### src/rtl/fifo_serializer_pkg.sv
// Shared types and line-level constants for the FIFO drain serializer.
package fifo_serializer_pkg;

    // Frame sequencing states; START through STOP are the on-line portion of a frame.
    typedef enum logic [2:0] {
        IDLE    = 3'd0,
        REQUEST = 3'd1,
        CAPTURE = 3'd2,
        START   = 3'd3,
        DATA    = 3'd4,
        PARITY  = 3'd5,
        STOP    = 3'd6
    } serializer_state_t;

    localparam logic LINE_IDLE   = 1'b1;
    localparam logic START_LEVEL = 1'b0;

endpackage

### src/rtl/baud_counter.sv
// Divide-by-BAUD_DIVIDE counter; tick_c marks the last cycle of each bit period,
// pre_tick_c the cycle before it.
module baud_counter #(
    parameter int unsigned BAUD_DIVIDE = 4
) (
    input  logic clk,
    input  logic reset,
    input  logic clear,
    output logic tick_c,
    output logic pre_tick_c
);

    localparam int unsigned CNT_W = (BAUD_DIVIDE > 1) ? $clog2(BAUD_DIVIDE) : 1;
    localparam logic [CNT_W-1:0] LAST_COUNT = CNT_W'(BAUD_DIVIDE - 1);
    localparam logic [CNT_W-1:0] PRE_LAST_COUNT = CNT_W'(BAUD_DIVIDE - 2);

    logic [CNT_W-1:0] count;

    // Free-running bit-period counter, held at zero while clear is asserted.
    always_ff @(posedge clk) begin
        if (reset || clear) begin
            count <= '0;
        end else if (count == LAST_COUNT) begin
            count <= '0;
        end else begin
            count <= count + CNT_W'(1);
        end
    end

    assign tick_c     = (count == LAST_COUNT);
    assign pre_tick_c = (count == PRE_LAST_COUNT);

endmodule

### src/rtl/fifo_serializer.sv
// Pops words from the FIFO read port and shifts each one out as an
// asynchronous serial frame: start, SIZE data bits LSB first, optional even
// parity, stop.
module fifo_serializer
    import fifo_serializer_pkg::*;
#(
    parameter int unsigned SIZE          = 8,
    parameter int unsigned BAUD_DIVIDE   = 4,
    parameter int unsigned PARITY_ENABLE = 0
) (
    input  logic            read_clock,
    input  logic            reset,
    input  logic            enable,
    input  logic            empty_flag,
    input  logic [SIZE-1:0] data_in,
    output logic            read_request,
    output logic            serial_out,
    output logic            busy,
    output logic            frame_done
);

    localparam int unsigned BIT_W = (SIZE > 1) ? $clog2(SIZE) : 1;
    localparam logic [BIT_W-1:0] LAST_BIT = BIT_W'(SIZE - 1);

    serializer_state_t state;
    logic [SIZE-1:0]   shift_reg;
    logic              parity_bit;
    logic [BIT_W-1:0]  bit_count;

    logic start_ok_c;
    logic baud_clear_c;
    logic baud_tick_c;
    logic baud_pre_tick_c;

    // A new frame may begin only when permitted and the FIFO has data.
    assign start_ok_c = enable && !empty_flag;

    // The baud counter idles at zero outside the on-line states, so every
    // on-line state is entered with a fresh count; transitions between on-line
    // states happen on the wrap, which also returns the count to zero.
    assign baud_clear_c = (state == IDLE) || (state == REQUEST) || (state == CAPTURE);

    baud_counter #(
        .BAUD_DIVIDE (BAUD_DIVIDE)
    ) u_baud_counter (
        .clk        (read_clock),
        .reset      (reset),
        .clear      (baud_clear_c),
        .tick_c     (baud_tick_c),
        .pre_tick_c (baud_pre_tick_c)
    );

    // Frame sequencer with registered outputs; each output reflects the state being entered.
    always_ff @(posedge read_clock) begin
        if (reset) begin
            state        <= IDLE;
            shift_reg    <= '0;
            parity_bit   <= 1'b0;
            bit_count    <= '0;
            read_request <= 1'b0;
            serial_out   <= LINE_IDLE;
            busy         <= 1'b0;
            frame_done   <= 1'b0;
        end else begin
            read_request <= 1'b0;
            frame_done   <= 1'b0;

            unique case (state)
                IDLE: begin
                    serial_out <= LINE_IDLE;
                    if (start_ok_c) begin
                        state        <= REQUEST;
                        read_request <= 1'b1;
                        busy         <= 1'b1;
                    end
                end

                REQUEST: begin
                    state <= CAPTURE;
                end

                CAPTURE: begin
                    shift_reg  <= data_in;
                    parity_bit <= ^data_in;
                    bit_count  <= '0;
                    state      <= START;
                    serial_out <= START_LEVEL;
                end

                START: begin
                    if (baud_tick_c) begin
                        state      <= DATA;
                        serial_out <= shift_reg[0];
                        shift_reg  <= shift_reg >> 1;
                    end
                end

                DATA: begin
                    if (baud_tick_c) begin
                        if (bit_count == LAST_BIT) begin
                            bit_count <= '0;
                            if (PARITY_ENABLE != 0) begin
                                state      <= PARITY;
                                serial_out <= parity_bit;
                            end else begin
                                state      <= STOP;
                                serial_out <= LINE_IDLE;
                            end
                        end else begin
                            bit_count  <= bit_count + BIT_W'(1);
                            serial_out <= shift_reg[0];
                            shift_reg  <= shift_reg >> 1;
                        end
                    end
                end

                PARITY: begin
                    if (baud_tick_c) begin
                        state      <= STOP;
                        serial_out <= LINE_IDLE;
                    end
                end

                STOP: begin
                    // Raised one cycle early so the registered pulse lands on the final stop cycle.
                    frame_done <= baud_pre_tick_c;
                    if (baud_tick_c) begin
                        if (start_ok_c) begin
                            state        <= REQUEST;
                            read_request <= 1'b1;
                        end else begin
                            state <= IDLE;
                            busy  <= 1'b0;
                        end
                    end
                end

                default: begin
                    state      <= IDLE;
                    serial_out <= LINE_IDLE;
                    busy       <= 1'b0;
                end
            endcase
        end
    end

endmodule
### config.mk
export PLATFORM = sky130hd
export DESIGN_NAME = fifo_serializer
export DESIGN_NICKNAME = d
export VERILOG_FILES = /design/src/rtl/fifo_serializer_pkg.sv /design/src/rtl/baud_counter.sv /design/src/rtl/fifo_serializer.sv
export SDC_FILE = /design/constraint.sdc
export NUM_CORES = 1
export LEC_CHECK = 0
export ABC_AREA = 1
export ABC_CLOCK_PERIOD_IN_PS = 1500
export CAP_MARGIN = 20
export CORE_ASPECT_RATIO = 0.8
export CORE_MARGIN = 5
export CORE_UTILIZATION = 48
export DETAILED_ROUTE_END_ITERATION = 7
export GPL_ROUTABILITY_DRIVEN = 1
export PLACE_DENSITY = 0.72
export SYNTH_ARGS = -nofsm -noshare
export SYNTH_HDL_FRONTEND = slang
export SYNTH_SLANG_ARGS = --single-unit
### constraint.sdc
create_clock -name read_clock -period 1.5 [get_ports read_clock]
set_input_delay 0.3 -clock read_clock [delete_from_list [all_inputs] [get_ports read_clock]]
set_output_delay 0.3 -clock read_clock [all_outputs]
set_load 0.02 [all_outputs]
After elaboration in Yosys (flattened, before gate mapping)
Index checks and enable logic that the tools add are counted.
- add/sub/neg operators: 2
- eq/ne operators: 17
- mux-type cells: 27
- bitwise gates (word level): 3
- reduce and logical (&&, ||, !) cells: 17
- operator list (cell ; count):
    3-bit 2-to-1 mux ; 8
    8-bit 2-to-1 mux ; 3
    8-bit case mux with 3 select lines ; 1
    3-bit case mux with 7 select lines ; 1
    2-bit != test (second input constant) ; 8
    3-bit equality test (second input constant) ; 4
    4-bit AND reduction ; 3
    1-bit 2-to-1 mux ; 10
    3-bit by 2-bit equality test with 1-bit output (second input constant) ; 2
    3-bit case mux with 2 select lines ; 1
    6-bit AND reduction ; 1
    2-bit OR reduction ; 3
    1-bit case mux with 5 select lines ; 1
    5-bit OR reduction ; 1
    2-bit equality test (second input constant) ; 2
    3-bit by 1-bit adder with 3-bit output (second input constant) ; 1
    3-bit by 1-bit equality test with 1-bit output (second input constant) ; 1
    3-bit logical NOT ; 1
    1-bit logical OR ; 3
    1-bit inverter ; 3
    1-bit case mux with 3 select lines ; 1
    3-bit nonzero test ; 1
    2-bit by 1-bit adder with 2-bit output (second input constant) ; 1
    1-bit case mux with 2 select lines ; 1
    4 further kinds ; 4
- register bits: 20
- input bits: 12
- output and inout bits: 4
- word-level logic and storage cells: 74

Longest topological paths before layout
- word-level depth: 5
- mapped depth: 10
- gate-level depth less buffers: 9

Modules after synthesis
A second synthesis with hierarchy kept.
- cell total of the unflattened synthesis: 181
- area total of the unflattened synthesis: 1182.4 um^2
- modules (own cells, without submodules) (module ; times used ; cells an instance ; area an instance (um^2) ; sequential area each (um^2)):
    fifo_serializer ; 1 ; 171 ; 1094.8 ; 360.3
    baud_counter ; 1 ; 10 ; 87.6 ; 40.0

Least setup slack after synthesis
OpenSTA, ideal clock, no wires.
- kind: register -> register
- from: register state[0]
- to: register shift_reg[0]
- library setup time: 113 ps
- data arrival time: 1252 ps
- required time: 1387 ps
- setup slack: 136 ps
- cell stages (with the launch flop): 9
- path buffers: 2
- period minus slack after synthesis: 1364 ps
- cells stage by stage: dfxtp_1 -> buf_6 -> nor2_4 -> nand2_2 -> o21bai_2 -> nand2_4 -> buf_6 -> nor2_1 -> nor2_1
- word-level cells in the longest chain between the ends: 3
- elaborated cells between the ends (all ways): 9
- those cells by class: eq/ne (6); mux (1); reduce/logical (2)
- ends and longest elaborated chain (element ; line ; source):
    from (decl) ; fifo_serializer.sv:25 ; serializer_state_t state;
    from (signal assigned) ; fifo_serializer.sv:56 ; state <= IDLE;
    from (signal assigned) ; fifo_serializer.sv:72 ; state <= REQUEST;
    from (signal assigned) ; fifo_serializer.sv:79 ; state <= CAPTURE;
    3-bit equality test or 3-bit by 2-bit equality test with 1-bit output (tied branches) ; fifo_serializer.sv:68 ; unique case (state)
    2-bit != test (no source line) or 3-bit nonzero test (tied branches) ; - ;
    4-bit AND reduction (no source line) ; - ;
    to (signal assigned) ; fifo_serializer.sv:83 ; shift_reg <= data_in;
    to (signal assigned) ; fifo_serializer.sv:94 ; shift_reg <= shift_reg >> 1;
    to (signal assigned) ; fifo_serializer.sv:112 ; shift_reg <= shift_reg >> 1;
    to (decl) ; fifo_serializer.sv:26 ; logic [SIZE-1:0] shift_reg;
Parallel ways exist; a longest one is shown, timed or not.
A chain may end at the register's enable or synchronous reset.

Final worst setup path
- from: register bit_count[0]
- to: register state[2]
- word-level cells in the longest chain between the ends: 3
- ends and longest elaborated chain (element ; line ; source):
    from (decl) ; fifo_serializer.sv:28 ; logic [BIT_W-1:0] bit_count;
    from (signal assigned) ; fifo_serializer.sv:110 ; bit_count <= bit_count + BIT_W'(1);
    3-bit equality test ; fifo_serializer.sv:100 ; if (bit_count == LAST_BIT) begin
    2-bit != test (no source line) ; - ;
    6-bit AND reduction (no source line) ; - ;
    to (signal assigned) ; fifo_serializer.sv:103 ; state <= PARITY;
    to (signal assigned) ; fifo_serializer.sv:106 ; state <= STOP;
    to (signal assigned) ; fifo_serializer.sv:119 ; state <= STOP;
Every way passes these cells.

==> impl_summary.md <==
Layout
In the final design database the tool counted 230 nets. The number of diodes is 0. The fill cell total of the finished layout is 237.

The relative area change from synthesis to final layout is 28.9%. Cells with a size suffix above 1 make up 18.4% of the layout. The utilization of the core after routing is between 60 and 70%. The register with the most flip-flops in the layout has 8 of them.

Timing
The count of final max-slew check failures was 0. In this run the tightest slew margin relative to its limit is 80.2%. The final critical-path share of the clock period is a little over nine tenths.

For this run, the top clock speed supported by timing is ~0.70 GHz. The number of hold-slack violations in the final timing report is 0. The pin slew with the least headroom to its limit is 0.294 ns. Setup repair after global routing could not meet its margin everywhere.

The post-route clock skew is 0.00655 ns. The tightest hold path in the finished design has a slack of 0.461 ns. After layout, the minimum clock period comes to 1.44 ns. Setup violations remaining at the end of the flow were counted as 0.

Die
The starting density of the core is 49.4%. Measured along the y axis, the die boundary spans around 55 um. The area of the die is 3600 um2. In this run the count of I/O pins placed on the die edge is 16. The horizontal extent of the die is ~66 um. The row count is 16. The core region is 2420 um2.

Drt
The number of DRC markers in iteration 0 is 73. The number of routed nets with antenna violations is 0. After detailed routing, the total wire length is 2.88 mm. The sum of met2 wire segment lengths after detailed routing is 1.42 mm.

The final route contains 1221 vias. After detailed routing, the wire length on met1 is approximately 1.3 mm. The DRC violations left is 0. The post-detailed-route via-to-cell ratio is 4.92. The pre-antenna-repair detailed-routing pass consisted of 4 iterations. The routed wirelength normalized by instance count is roughly 12 um. The uppermost signal routing layer after detailed routing is met4. The length of routed met3 wiring is 134 um.

Clock tree
The hold-fix buffer count after cts is 0. Counting the buffers created by CTS gives 3. TritonCTS built the clock tree. The later pin in the worst-skew pair is clocked with a latency of 0.30 ns. CTS built an H-tree with a depth of 1. The tree built by TritonCTS fans out to 20 sinks. After clock tree synthesis, the clock-pin slew on the worst setup and hold paths is 0.12 ns. Clock tree synthesis selected as its root buffer the cell sky130_fd_sc_hd__clkbuf_4.

The clock passes through at most 2 buffers.

Synthesis
Counting instances in the post-synthesis netlist gives the leading cell types as 54 x sky130_fd_sc_hd__nand2_1, 39 x sky130_fd_sc_hd__nor2_1, 20 x sky130_fd_sc_hd__dfxtp_1. The total standard cell area after synthesis is around 1200 um2. By area the synthesized netlist is led by sky130_fd_sc_hd__dfxtp_1 33%, sky130_fd_sc_hd__nand2_1 17%, sky130_fd_sc_hd__nor2_1 12%. When the netlist entered floorplanning its net count stood at 203. The number of warning messages in the yosys log is 0.

The share of synthesized registers carrying an async set or reset is 0%. The number of different library cells used by synthesis comes to 19. The share of the Yosys chip area taken by registers is 33.5%. Of the post-synthesis cell area, the dominant cell type holds 33.5%. The number of register bits inferred by synthesis is 20. In the post-synthesis netlist, the cell with the most instances is sky130_fd_sc_hd__nand2_1. Averaged over all synthesized cells, the footprint is 6.43 um2.

The number of enable-type register cells in the synthesized netlist is 0. For this run, the leading register cell type out of synthesis is sky130_fd_sc_hd__dfxtp_1. Summed over all instances, the cell type with the most area after synthesis is sky130_fd_sc_hd__dfxtp_1.

After technology mapping, the gate count stands at 186.

GRT
The total congestion overflow after global routing is 0. Across every metal layer, demand over resource in global routing totals between 10% and 20%. The pin count of the biggest net entering global routing is 16. The number of antenna violations at the first check in global routing is 0.

The via count of the first global-routing pass came to 1040. The first global-routing pass estimated between 4 and 5 mm of wire.

Power and ir drop
The part of the power in the clock network is 14.0%. The reported leakage power is 0.783 nW. Of the total power, combinational logic draws 57.1%. Sequential cells account for 29.0% of the total power.

In this run switching power makes up 46.6% of total power. Cell internal power was estimated by the tool at 0.00171 W. The worst vdd rail ir drop is 0.917 mV. Dividing total power by cell area gives a power density of 2080 nW/um2. The analysis attributes to net switching a power of 0.00149 W.

Min path
The tightest min-delay check is of the flop to flop type. The start point of the worst hold path is u_baud_counter.count[0]$_SDFF_PP0_.

Setup path
The maximum fanout along the worst path is 4. The endpoint required time on the critical path is 1.74 ns. The launch instance of the worst register-to-register path is bit_count[0]$_SDFFE_PP0P_. The arrival time at the worst endpoint is around 1.7 ns. The capturing element type of the critical path is a flop. The worst register-to-register path has a setup slack of 0.06 ns. The launching element type of the critical path is a flop. The type of the setup path with the least slack is flop to flop. Tracing the worst setup path back leads to its startpoint at bit_count[0]$_SDFFE_PP0P_.

Status
The run finished with clean final reports.

Placement
The number of port buffers is 15. The routability congestion estimate from global placement is roughly 0.95. The sum of net half-perimeters after detailed placement is 2.14 mm.

Job
Across the run, the number of max-cap violations was 0.
[final cells by class]
cell class                 instances  area (um2)  share of cell area, %
multi-input combinational        142         734                   47.6
sequential                        20         407                   26.4
timing repair buffer              26         228                   14.8
inverter                          20        75.1                   4.87
tap                               36        45.0                   2.92
clock inverter                     1        30.0                   1.95
clock buffer                       3        22.5                   1.46
[through the flow]
| step | setup TNS, ns | cells | setup WS [ns] | instance area (um2) | total power [W] |
|---|---|---|---|---|---|
| floorplan | 0 | 186 | 0.136 | 1200 | 0.00218 |
| global placement | 0 | 244 | 0.0722 | 1440 | 0.00255 |
| detailed placement | 0 | 244 | 0.00792 | 1440 | 0.00263 |
| CTS | 0 | 248 | 0.0160 | 1490 | 0.00306 |
| global route | -0.0891 | 248 | -0.0369 | 1540 | 0.00349 |
| finish | 0 | 248 | 0.0639 | 1540 | 0.00320 |
[final timing paths]
check,depth (start not counted),to
min,1,u_baud_counter.count[0]$_SDFF_PP0_
max reg2reg,8,state[2]$_SDFFE_PP0P_
min reg2reg,1,u_baud_counter.count[0]$_SDFF_PP0_
max,8,state[2]$_SDFFE_PP0P_
[layout by cell type, fill, tap and decap left out, drive strengths merged]
cell type and count:
o21bai 1, nand2 60, clkdlybuf4s50 11, nand4 2, buf 11, ha 5, nand3b 1, nand3 14
clkbuf 3, dfxtp 20, nor2 41, o21ai 13, a21oi 4, dlygate4sd2 4, inv 20, o22ai 1
bufinv 1
[kinds of logic after synthesis]
group	after synthesis	share of synthesized area (%)
simple gates	118	43.4
fa+ha+maj	5	5.23
buf+inv	24	9.00
compound gates	19	8.89
flops	20	33.5
[power groups by stage]
stage / clock, W / sequential, W / combinational (W)
global placement: 0 / 0.000887 / 0.00166
finish: 0.000447 / 0.000928 / 0.00183
CTS: 0.000457 / 0.000892 / 0.00171
floorplan: 0 / 0.000863 / 0.00132
global route: 0.000481 / 0.000951 / 0.00206
detailed placement: 0 / 0.000905 / 0.00172
[layer usage]
metal,vias to the layer above,global-route usage [%]
met4,0,5.52
met3,2,4.31
met2,38,28.1
met5,-,0
met1,545,20.6
li1,636,-
[worst max-delay path, cell delays in order, from the launching register on]
cell and delay [ns]:
sky130_fd_sc_hd__dfxtp_4 0.38, sky130_fd_sc_hd__ha_4 0.17, sky130_fd_sc_hd__ha_4 0.14, sky130_fd_sc_hd__nand3b_1 0.25
sky130_fd_sc_hd__nand2_2 0.16, sky130_fd_sc_hd__inv_2 0.05, sky130_fd_sc_hd__nand3_2 0.07, sky130_fd_sc_hd__nand2_2 0.06
sky130_fd_sc_hd__nor2_2 0.10
[timing repair]
item / 4_1_cts / 5_1_grt
gates cloned: 0 / 0
pin swaps: 0 / 5
resized for setup: 4 / 16
buffers inserted: 0 / 0
endpoints found under the setup margin: 4 / 17
Power figures use the tool's default switching activity.
